<file path="config.mk">
export PLATFORM = sky130hd
export DESIGN_NAME = linear_layer_pe_start_sched
export DESIGN_NICKNAME = d
export VERILOG_FILES = /design/src/rtl/linear_layer_sched_pkg.sv /design/src/rtl/linear_layer_pe_start_sched_fifo.sv /design/src/rtl/linear_layer_pe_start_sched.sv
export SDC_FILE = /design/constraint.sdc
export NUM_CORES = 1
export LEC_CHECK = 0
export CAP_MARGIN = 25
export CORE_ASPECT_RATIO = 1.2
export CORE_MARGIN = 2
export CORE_UTILIZATION = 36
export CTS_BUF_LIST = sky130_fd_sc_hd__clkbuf_2
export CTS_CLUSTER_DIAMETER = 200
export DETAILED_ROUTE_END_ITERATION = 16
export PLACE_DENSITY = 0.53
export SYNTH_ARGS = -nofsm -noshare
export SYNTH_HDL_FRONTEND = slang
export SYNTH_SLANG_ARGS = --single-unit
</file>
<file path="constraint.sdc">
create_clock -name ap_clk -period 4.8 [get_ports ap_clk]
set_clock_uncertainty 0.1 [all_clocks]
set_input_delay 0.96 -clock ap_clk [delete_from_list [all_inputs] [get_ports ap_clk]]
set_output_delay 0.96 -clock ap_clk [all_outputs]
set_load 0.01 [all_outputs]
</file>
<file path="src/rtl/linear_layer_sched_pkg.sv">
// Shared types and default sizing for the linear-layer PE start scheduler.
package linear_layer_sched_pkg;

   localparam int unsigned DEF_NUM_PE     = 4;
   localparam int unsigned DEF_FIFO_DEPTH = 2;
   localparam int unsigned DEF_CNT_W      = 16;

   typedef enum logic [1:0] {
      ST_IDLE  = 2'd0,
      ST_ISSUE = 2'd1,
      ST_DRAIN = 2'd2,
      ST_DONE  = 2'd3
   } sched_state_t;

endpackage

</file>
<file path="src/rtl/linear_layer_pe_start_sched_fifo.sv">
// Per-PE start-token FIFO: shift-register store, head always at entry 0.
module start_token_fifo #(
   parameter int unsigned DEPTH = 2,
   parameter int unsigned W     = 16
) (
   input  logic         ap_clk,
   input  logic         ap_rst_n,
   input  logic         wr,
   input  logic [W-1:0] din,
   input  logic         rd,
   output logic [W-1:0] dout,
   output logic         empty_n,
   output logic         full_n
);

   localparam int unsigned IDX_W = $clog2(DEPTH);
   localparam int unsigned OCC_W = $clog2(DEPTH + 1);

   logic [W-1:0]     mem [DEPTH];
   logic [OCC_W-1:0] occ;
   logic [OCC_W-1:0] occ_nxt;
   logic [IDX_W-1:0] wr_idx;
   logic             do_rd;
   logic             do_wr;

   // Pops on an empty FIFO and pushes on a full one are dropped.
   always_comb begin
      do_rd   = rd & empty_n;
      do_wr   = wr & full_n;
      occ_nxt = occ + OCC_W'(do_wr) - OCC_W'(do_rd);
      wr_idx  = IDX_W'(occ - OCC_W'(do_rd));
   end

   always_ff @(posedge ap_clk) begin
      if (!ap_rst_n) begin
         occ     <= '0;
         empty_n <= 1'b0;
         full_n  <= 1'b1;
      end else begin
         occ     <= occ_nxt;
         empty_n <= (occ_nxt != '0);
         full_n  <= (occ_nxt != OCC_W'(DEPTH));
      end
   end

   // A same-cycle push lands after the shift, so the later assignment wins.
   always_ff @(posedge ap_clk) begin
      if (do_rd) begin
         for (int unsigned i = 0; i + 1 < DEPTH; i++) begin
            mem[i] <= mem[i+1];
         end
      end
      if (do_wr) begin
         mem[wr_idx] <= din;
      end
   end

   assign dout = mem[0];

endmodule

</file>
<file path="src/rtl/linear_layer_pe_start_sched.sv">
// Hands tile start tokens round-robin to per-PE FIFOs and tracks tile completion.
module linear_layer_pe_start_sched
   import linear_layer_sched_pkg::*;
#(
   parameter int unsigned NUM_PE     = DEF_NUM_PE,
   parameter int unsigned FIFO_DEPTH = DEF_FIFO_DEPTH,
   parameter int unsigned CNT_W      = DEF_CNT_W
) (
   input  logic                    ap_clk,
   input  logic                    ap_rst_n,
   input  logic                    cfg_valid,
   output logic                    cfg_ready,
   input  logic [CNT_W-1:0]        cfg_num_tiles,
   output logic [NUM_PE-1:0]       pe_start_empty_n,
   input  logic [NUM_PE-1:0]       pe_start_read,
   output logic [NUM_PE*CNT_W-1:0] pe_tile_idx,
   input  logic [NUM_PE-1:0]       pe_done,
   output logic                    busy,
   output logic                    job_done,
   output logic                    err_flag
);

   localparam int unsigned PTR_W = (NUM_PE > 1) ? $clog2(NUM_PE) : 1;

   sched_state_t      state;
   sched_state_t      state_nxt;
   logic [CNT_W-1:0]  num_tiles;
   logic [CNT_W-1:0]  issue_cnt;
   logic [CNT_W-1:0]  done_cnt;
   logic [CNT_W-1:0]  done_nxt;
   logic [CNT_W-1:0]  done_add;
   logic [CNT_W-1:0]  outst [NUM_PE];
   logic [PTR_W-1:0]  rr_ptr;
   logic [PTR_W-1:0]  rr_nxt;
   logic [PTR_W-1:0]  sel_idx;
   logic [PTR_W-1:0]  cand;
   logic              sel_found;
   logic              err_set;
   logic [NUM_PE-1:0] fifo_full_n;
   logic [NUM_PE-1:0] wr_vec;
   logic [NUM_PE-1:0] done_ok;

   // Round-robin pick of the first non-full FIFO starting at rr_ptr.
   always_comb begin
      sel_found = 1'b0;
      sel_idx   = '0;
      cand      = '0;
      rr_nxt    = rr_ptr;
      wr_vec    = '0;
      if (state == ST_ISSUE) begin
         for (int unsigned i = 0; i < NUM_PE; i++) begin
            cand = PTR_W'((32'(rr_ptr) + i) % NUM_PE);
            if (!sel_found && fifo_full_n[cand]) begin
               sel_found = 1'b1;
               sel_idx   = cand;
            end
         end
         if (sel_found) begin
            wr_vec[sel_idx] = 1'b1;
            rr_nxt = (32'(sel_idx) == NUM_PE - 1) ? '0 : sel_idx + PTR_W'(1);
         end
      end
   end

   // Done pulses only count against outstanding tiles of an active job.
   always_comb begin
      done_ok  = '0;
      err_set  = 1'b0;
      done_add = '0;
      for (int unsigned p = 0; p < NUM_PE; p++) begin
         if (pe_done[p]) begin
            if ((state == ST_ISSUE || state == ST_DRAIN) && outst[p] != '0) begin
               done_ok[p] = 1'b1;
            end else begin
               err_set = 1'b1;
            end
         end
      end
      for (int unsigned p = 0; p < NUM_PE; p++) begin
         done_add = done_add + CNT_W'(done_ok[p]);
      end
      done_nxt = done_cnt + done_add;
   end

   always_comb begin
      state_nxt = state;
      case (state)
         ST_IDLE:  if (cfg_valid) state_nxt = (cfg_num_tiles == '0) ? ST_DONE : ST_ISSUE;
         ST_ISSUE: if (sel_found && issue_cnt == num_tiles - CNT_W'(1)) state_nxt = ST_DRAIN;
         ST_DRAIN: if (done_nxt == num_tiles) state_nxt = ST_DONE;
         ST_DONE:  state_nxt = ST_IDLE;
         default:  state_nxt = ST_IDLE;
      endcase
   end

   always_ff @(posedge ap_clk) begin
      if (!ap_rst_n) state <= ST_IDLE;
      else           state <= state_nxt;
   end

   always_ff @(posedge ap_clk) begin
      if (!ap_rst_n) begin
         num_tiles <= '0;
         issue_cnt <= '0;
         done_cnt  <= '0;
         rr_ptr    <= '0;
         err_flag  <= 1'b0;
         for (int unsigned p = 0; p < NUM_PE; p++) outst[p] <= '0;
      end else begin
         err_flag <= err_flag | err_set;
         for (int unsigned p = 0; p < NUM_PE; p++) begin
            outst[p] <= outst[p] + CNT_W'(wr_vec[p]) - CNT_W'(done_ok[p]);
         end
         if (state == ST_IDLE) begin
            if (cfg_valid) begin
               num_tiles <= cfg_num_tiles;
               issue_cnt <= '0;
               done_cnt  <= '0;
               rr_ptr    <= '0;
            end
         end else begin
            done_cnt <= done_nxt;
            if (sel_found) begin
               issue_cnt <= issue_cnt + CNT_W'(1);
               rr_ptr    <= rr_nxt;
            end
         end
      end
   end

   assign cfg_ready = (state == ST_IDLE);
   assign busy      = (state != ST_IDLE);
   assign job_done  = (state == ST_DONE);

   for (genvar p = 0; p < NUM_PE; p++) begin : g_pe
      start_token_fifo #(
         .DEPTH (FIFO_DEPTH),
         .W     (CNT_W)
      ) u_fifo (
         .ap_clk   (ap_clk),
         .ap_rst_n (ap_rst_n),
         .wr       (wr_vec[p]),
         .din      (issue_cnt),
         .rd       (pe_start_read[p]),
         .dout     (pe_tile_idx[p*CNT_W +: CNT_W]),
         .empty_n  (pe_start_empty_n[p]),
         .full_n   (fifo_full_n[p])
      );
   end

endmodule

</file>
==> results of run 1 <==
==> worst min-delay path by stage <==
stage	from	endpoint	slack (ps)	cells after the start
after floorplan	issue_cnt[10]	g_pe[0].u_fifo.mem[1][10]	360	0
after CTS	rr_ptr[0]	rr_ptr[0]	420	2
after global placement	rr_ptr[0]	rr_ptr[0]	390	2
after global routing	g_pe[3].u_fifo.mem[1][2]	g_pe[3].u_fifo.mem[0][2]	460	1
final	rr_ptr[0]	rr_ptr[0]	420	2
after detailed placement	rr_ptr[0]	rr_ptr[0]	400	2
==> through the flow <==
stage,TNS (ps),total power [mW],util,hold slack (ps)
2_1_floorplan,0,6.56,-,358
3_3_place_gp,-1010,7.84,0.412,394
3_5_place_dp,-1060,7.91,0.412,403
4_1_cts,-74.4,9.81,0.433,417
5_1_grt,-464,10.6,0.435,461
6_report,-17.9,9.71,0.435,419
==> tightest hold or removal path, stage by stage (launching register included) <==
cell     delay (ps)
dfxtp_1         350
nand3_1          70
a21oi_1          60
==> layout make-up <==
class                           count  area share
Clock inverter                     13     0.00962
Multi-Input combinational cell    920       0.411
Inverter                          120      0.0274
Sequential cell                   261       0.395
Antenna cell                        1    0.000152
Tap cell                          480      0.0364
Clock buffer                      112      0.0340
Timing Repair Buffer              158      0.0872
==> sequential cells by signal (all words and copies together), names as in the netlist <==
signal,flops
done_cnt,16
err_flag,1
g_pe.u_fifo.empty_n,4
g_pe.u_fifo.full_n,4
g_pe.u_fifo.mem,128
g_pe.u_fifo.occ,8
issue_cnt,16
num_tiles,16
outst,64
rr_ptr,2
state,2
==> what timing repair did <==
action,4_1_cts,5_1_grt
setup buffers,1,1
setup endpoints to repair,2,2
gates cloned,0,0
gates resized for setup,26,8
pin swaps,6,8
==> power groups by stage <==
stage | clock network (mW) | registers [mW] | logic, mW
final | 1.75 | 3.10 | 4.86
after global placement | 0 | 3.14 | 4.70
after CTS | 1.84 | 3.11 | 4.87
after detailed placement | 0 | 3.15 | 4.76
after global routing | 1.94 | 3.15 | 5.55
after floorplan | 0 | 3.12 | 3.44
==> cell families after synthesis <==
| kind of cell | after synthesis | share of synthesized area |
|---|---|---|
| fa+ha+maj | 121 | 0.113 |
| simple gates | 414 | 0.150 |
| mux | 68 | 0.0547 |
| buf+inv | 181 | 0.0508 |
| xor+xnor | 90 | 0.0567 |
| compound gates | 227 | 0.107 |
| flops | 261 | 0.468 |
==> routing by layer <==
layer  global-route usage  wire length [µm]  vias up
li1                     -                 -     5174
met1                0.195             14300     4817
met2                0.284             15700      209
met3               0.0329              1280       46
met4               0.0709               739        0
met5                    0                 0        -
==> cell usage in the layout, fill, tap and decap left out, types with 38 or more instances in the layout <==
cell type | netlist | routed
mux2_2 | 63 | 63
clkbuf_2 | 0 | 112
xor2_1 | 52 | 52
inv_1 | 120 | 110
edfxtp_1 | 128 | 128
xnor2_1 | 38 | 38
buf_4 | 6 | 59
nor2_1 | 132 | 132
nand2_1 | 78 | 75
a21oi_1 | 80 | 80
dfxtp_1 | 133 | 127
clkdlybuf4s50_1 | 0 | 98
ha_1 | 114 | 110
==> summary.txt, run 1 <==
Worst setup path
  – Critical Path Sink: state[1]
  – CP max stage delay: between 500 and 600 ps
  – Worst setup EP type: flip-flop
  – CP max-delay cell: or4_1
  – Buf+Inv Stages, Crit Path: 3
  – CP top delay family: simple AND/OR/NAND/NOR gates
  – Worst path arrival time: 5520 ps
  – Worst path depth: 19
  – Reg2reg path depth: 19
  – Worst-path maximum fanout: 4
  – Reg2Reg Capture Point: state[1]
  – CP Cell Sequence: inv_2 > ha_4 > nand2_4 > nor4_4 > nand4_1 > and3_4 > fa_1 > inv_1 > fa_2 > inv_2 > fa_2 > and4_4 > nand2_2 > xnor2_1 > or4_1 > or4_1 > or4_4 > a21oi_4 > mux2i_1
  – Crit Reg-Reg Startpoint: outst[2][12]
  – Setup slack, reg-to-reg: -20 ps
  – CP Launch Type: flip-flop
  – Crit. Startpoint: outst[2][12]
  – Worst Path Required: ~5500 ps
  – WS Path Type: reg -> reg

Detailed routing
  – DRT Wirelength: 32.0 mm
  – Antenna-violating nets left: 0
  – WL/cell: 15.5 µm
  – Detailed Route Iter0 Violations: 418
  – Via Count: just over 10000
  – DR pass1 iterations: 5
  – DRC violations left: 0
  – Vias per cell: 4.96

Synthesis
  – Seq/Total Area, Yosys: 0.468
  – Syn nets: 1510
  – Post-synthesis register bit count: approximately 260
  – Syn Std Cell Area: 13900 µm²
  – Synth cell types: 76
  – Syn Area/Cell: ~10 µm²
  – Mapped Cells: roughly 1400
  – Cell with the most instances after synthesis: dfxtp_1
  – Yosys warnings: 0
  – Synth top cells by count: dfxtp_1 (133), nor2_1 (132), edfxtp_1 (128), inv_1 (120), ha_1 (114)
  – Share of the synthesized area in the top cell type: 0.277
  – Synth top area cells: edfxtp_1 (28%), dfxtp_1 (19%), ha_1 (10%), mux2_2 (5.1%), nor2_1 (3.6%)
  – Synth Flop Type: dfxtp_1
  – Asr flop ratio synth: 0
  – Area leader, netlist: edfxtp_1
  – Number of synthesized flops with an enable pin: about 130

Power
  – Clock power share: 0.180
  – Psw: 3.74 mW
  – Internal power: 5.98 mW
  – Switching Fraction: 0.385
  – Pwr dens: 588 nW/µm²
  – P_leak: 6.74 nW
  – Max IR drop VDD: 0.000256 V
  – Power share of the combinational group: 0.501
  – Part of the power in registers: 0.319

Final layout
  – Area of the multi-input gates: 6780 µm²
  – Share of cells above drive strength 1: 0.186
  – Fin area: 16500 µm²
  – Post-route insts no fill: 2065
  – Layout fillers: 3668
  – Layout area overhead: 18.8%
  – FF+latch area: approximately 6500 µm²
  – Nets: 1680

Die
  – Die Span Y: around 220 µm
  – Initial Util: 0.366
  – Total core area: 38000 µm²
  – # IOs: slightly below 100
  – Die area: 40200 µm²
  – Die X-Extent: around 180 µm
  – Row cnt: 78

GRT
  – Largest net degree at the start of global routing: 41
  – First-pass GRT wire length: 52.3 mm
  – Initial antenna violation count: 1
  – GRT Util Overall: 0.163
  – Total gr overflow: 0
  – Number of global-route vias before repair: roughly 10000

Clocking
  – Clock latency on the worst-skew pair: 920 ps
  – Worst-path clk slew: 90 ps
  – CTS Sinks: roughly 260
  – CTS buffer count: 71
  – CTS Hold Bufs: 0
  – Worst-case clock buffer depth: 3
  – CTS tree: yes
  – Clock Tree Root: clkbuf_2
  – H-tree levels: 3

STA
  – Fin crit period: 4820 ps
  – Period utilization: 1.00
  – Measured slew at the worst slew-check pin: around 980 ps
  – Slew margin rel.: 0.348
  – Final setup vio count: 1
  – Final WS setup: -17.9 ps
  – Peak Freq: 208 MHz
  – Max-slew violation count: 0
  – Final Hold Viols: 0
  – Unrepaired setup endpoints after global routing: true

Placed design
  – DP Area: 15700 µm²
  – Placed cells: 1936
  – RD Place Congestion: between 0.8 and 0.9
  – DPL Wire Length: 22.2 mm
  – Pre-CTS WS: -574 ps
  – Port bufs: 98

Run status
  – Violated checks: setup timing
  – Outcome: complete, but fails checks

Run
  – Max-capacitance violation count: 0

Min path
  – Hold Path Class: reg -> reg
Power figures use the tool's default switching activity.
==> run 2: changes to the inputs <==
--- a/config.mk
+++ b/config.mk
@@ -13,6 +13,7 @@
 export CTS_CLUSTER_DIAMETER = 200
 export DETAILED_ROUTE_END_ITERATION = 16
 export PLACE_DENSITY = 0.53
+export SLEW_MARGIN = 0
 export SYNTH_ARGS = -nofsm -noshare
 export SYNTH_HDL_FRONTEND = slang
 export SYNTH_SLANG_ARGS = --single-unit
==> results of run 2 <==
Same layout as run 1: the final DEF is identical, and so are final timing and power.
==> run 3: changes to the inputs <==
--- a/config.mk
+++ b/config.mk
@@ -12,7 +12,8 @@
 export CTS_BUF_LIST = sky130_fd_sc_hd__clkbuf_2
 export CTS_CLUSTER_DIAMETER = 200
 export DETAILED_ROUTE_END_ITERATION = 16
-export PLACE_DENSITY = 0.53
+export DONT_BUFFER_PORTS = 1
+export PLACE_DENSITY = 0.5
 export SLEW_MARGIN = 0
 export SYNTH_ARGS = -nofsm -noshare
 export SYNTH_HDL_FRONTEND = slang
==> run 3 against run 2 <==
The run still ends with setup timing left; total power fell by 4.8%; via count fell by 3.8%; maximum frequency barely moved; clock power fell by 8%; worst hold slack got worse by 320 ps; utilization fell by 2.8 points; flip-flop and latch count did not move; global-route usage fell by 0.31 points; register-to-register slack barely moved; final cell count fell by 5.1%; largest power group unchanged; highest routed layer unchanged.
==> summary.txt, run 3 (synthesis gave the netlist of run 1 again) <==
Clocking
  – H-tree levels: 3 (unchanged)
  – CTS tree: yes (unchanged)
  – Worst-case clock buffer depth: 3 (unchanged)
  – Clock latency on the worst-skew pair: 880 ps (was 920 ps)
  – Clock Tree Root: clkbuf_2 (unchanged)
  – CTS buffer count: 72 (was 71)
  – Worst-path clk slew: 110 ps (was 90 ps)
  – CTS Sinks: 261 (unchanged)

Worst setup path
  – CP max-delay cell: fa_1 (was or4_1)
  – CP max stage delay: 510 ps (about the same)
  – CP Cell Sequence: inv_2 > ha_4 > nand2_4 > nor4_4 > nand4_1 > and3_4 > fa_1 > inv_1 > fa_2 > inv_2 > fa_2 > and4_4 > nand2_4 > xnor2_2 > or4_1 > or4_1 > or4_4 > a21oi_4 > mux2i_1 (was inv_2 > ha_4 > nand2_4 > nor4_4 > nand4_1 > and3_4 > fa_1 > inv_1 > fa_2 > inv_2 > fa_2 > and4_4 > nand2_2 > xnor2_1 > or4_1 > or4_1 > or4_4 > a21oi_4 > mux2i_1)
  – Worst-path maximum fanout: 3 (was 4)
  – CP Launch Type: flip-flop (unchanged)
  – Worst path arrival time: 5500 ps (was 5520 ps)
  – WS Path Type: reg -> reg (unchanged)
  – Worst Path Required: 5490 ps (was 5500 ps)
  – Worst setup EP type: flip-flop (unchanged)

GRT
  – Initial antenna violation count: 2 (was 1)
  – First-pass GRT wire length: 50.9 mm (was 52.3 mm)
  – Largest net degree at the start of global routing: 47 (was 41)
  – Met3 global-route usage: 0.0377 (was 0.0329)
  – Met2 usage in global routing: 0.281 (was 0.284)
  – GRT Util Overall: 0.160 (was 0.163)
  – Busiest metal layer after global routing: met2 (unchanged)
  – Number of global-route vias before repair: 9887 (was 10346)
  – Total gr overflow: 0 (unchanged)
  – GRT met1 Usage: 0.188 (was 0.195)

STA
  – Fin crit period: 4820 ps (about the same)
  – Final Hold Viols: 0 (unchanged)
  – Max-slew violation count: 0 (unchanged)
  – Peak Freq: 208 MHz (about the same)
  – WHS: 101 ps (was 419 ps)
  – Unrepaired setup endpoints after global routing: true (unchanged)
  – Measured slew at the worst slew-check pin: 928 ps (was 978 ps)
  – Setup TNS: -15.4 ps (was -17.9 ps)
  – Period utilization: 1.00 (about the same)
  – Slew margin rel.: 0.375 (was 0.348)
  – Final WS setup: -15.4 ps (was -17.9 ps)
  – Final setup vio count: 1 (unchanged)

Final layout
  – Layout area overhead: 11.1% (was 18.8%)
  – Reg with most FFs: g_pe.u_fifo.mem (unchanged)
  – FF+latch area: 6510 µm² (about the same)
  – Layout fillers: 3710 (was 3668)
  – Most common cell after layout, fill and taps aside: nor2_1 (unchanged)
  – Nets: 1576 (was 1680)
  – Max FFs per register: 128 (unchanged)
  – Most frequent cells in the layout: nor2_1 (132), dfxtp_1 (128), edfxtp_1 (128) (was nor2_1 (132), edfxtp_1 (128), dfxtp_1 (127))
  – Area of the multi-input gates: 6800 µm² (was 6780 µm²)
  – Share of cells above drive strength 1: 0.195 (was 0.186)
  – Biggest regs: g_pe.u_fifo.mem x128, outst x64 (unchanged)

Power
  – Part of the power in registers: 0.344 (was 0.319)
  – Clock power share: 0.174 (was 0.180)
  – Pwr dens: 599 nW/µm² (was 588 nW/µm²)
  – Power share of the combinational group: 0.481 (was 0.501)
  – Psw: 3.71 mW (was 3.74 mW)
  – Internal power: 5.54 mW (was 5.98 mW)
  – Switching Fraction: 0.401 (was 0.385)
  – P_leak: 6.32 nW (was 6.74 nW)
  – Max IR drop VDD: 0.000300 V (was 0.000256 V)

Min path
  – Hold Path Class: in -> reg (was reg -> reg)

Detailed routing
  – DRT Wirelength: 31.7 mm (was 32.0 mm)
  – Vias per cell: 5.03 (was 4.96)
  – DR pass1 iterations: 4 (was 5)
  – Antenna-violating nets left: 0 (unchanged)
  – Detailed Route Iter0 Violations: 395 (was 418)
  – DRC violations left: 0 (unchanged)
  – Via Count: 9860 (was 10246)
  – WL/cell: 16.2 µm (was 15.5 µm)

Placed design
  – Port bufs: 0 (was 98)
  – Pre-CTS WS: -222 ps (was -574 ps)
  – DPL Wire Length: 21.8 mm (was 22.2 mm)
  – RD Place Congestion: 0.827 (was 0.841)

Die
  – Die area: 40200 µm² (unchanged)
  – Die X-Extent: 183 µm (unchanged)
  – Initial Util: 0.366 (unchanged)
  – Row cnt: 78 (unchanged)
  – Die Span Y: 219 µm (unchanged)
  – Total core area: 38000 µm² (unchanged)
  – # IOs: 99 (unchanged)

Run
  – Max-capacitance violation count: 0 (unchanged)

Run status
  – Violated checks: setup timing (unchanged)
  – Outcome: complete, but fails checks (unchanged)
## run 3: cell types whose count changed in the layout (fill, tap and decap cells not counted), sizes merged
| cell | change |
|---|---|
| bufinv | -3 |
| clkdlybuf4s50 | -98 |
| clkinvlp | +2 |
| buf | -8 |
| clkbuf | +3 |
| dlygate4sd3 | +1 |
| clkinv | -4 |
| diode | +1 |
## run 3: worst max-delay path, delay by kind of cell, from the launching register on
family          cells  cell delay [ps]
xor+xnor            1              140
simple gates        9             2410
fa+ha+maj           4             1230
mux                 1              190
buf+inv             3              200
compound gates      1              150
flops               1              340
## run 3: power by group through the flow
| stage | logic (mW) | clock network (mW) | registers, mW |
|---|---|---|---|
| 2_1_floorplan | 3.44 | 0 | 3.12 |
| 3_3_place_gp | 4.31 | 0 | 3.23 |
| 3_5_place_dp | 4.35 | 0 | 3.24 |
| 4_1_cts | 4.42 | 1.70 | 3.19 |
| 5_1_grt | 5.11 | 1.81 | 3.24 |
| 6_report | 4.45 | 1.61 | 3.19 |
## run 3: final timing paths
kind | to | from | cells past startpoint | slack (ps)
worst max-delay path | state[1] | outst[2][12] | 19 | -20
worst min-delay path | num_tiles[14] | cfg_num_tiles[14] | 2 | 100
worst max register to register | state[1] | outst[2][12] | 19 | -20
worst min register to register | g_pe[0].u_fifo.mem[0][2] | g_pe[0].u_fifo.mem[1][2] | 1 | 400
## run 3: what timing repair did
item                                   CTS  global route
buffers inserted                         5             2
pin swaps                                9            10
endpoints found under the hold margin    2             0
gates cloned                             0             0
hold buffers                             1             0
setup endpoints to repair                2             4
gates resized for setup                 13            24
## run 3: final cells by class
cell class / instances / area share
Antenna cell: 2 / 0.000324
Multi-Input combinational cell: 920 / 0.441
Clock inverter: 8 / 0.00503
Sequential cell: 261 / 0.422
Clock buffer: 115 / 0.0373
Tap cell: 480 / 0.0389
Timing Repair Buffer: 53 / 0.0267
Inverter: 120 / 0.0293
## run 3: per-stage QoR
step | instance area [µm²] | utilization | power [mW] | cells
6_report | 15400 | 0.407 | 9.25 | 1959
5_1_grt | 15400 | 0.407 | 10.2 | 1959
4_1_cts | 15300 | 0.403 | 9.31 | 1955
3_5_place_dp | 14600 | 0.384 | 7.59 | 1826
3_3_place_gp | 14600 | 0.384 | 7.54 | 1826
2_1_floorplan | 13900 | - | 6.56 | 1362
## run 3: per-layer routing
| layer | vias up | wire (µm) |
|---|---|---|
| met5 | - | 0 |
| met4 | 0 | 782 |
| met3 | 59 | 1380 |
| met2 | 181 | 15700 |
| met1 | 4663 | 13900 |
| li1 | 4957 | - |
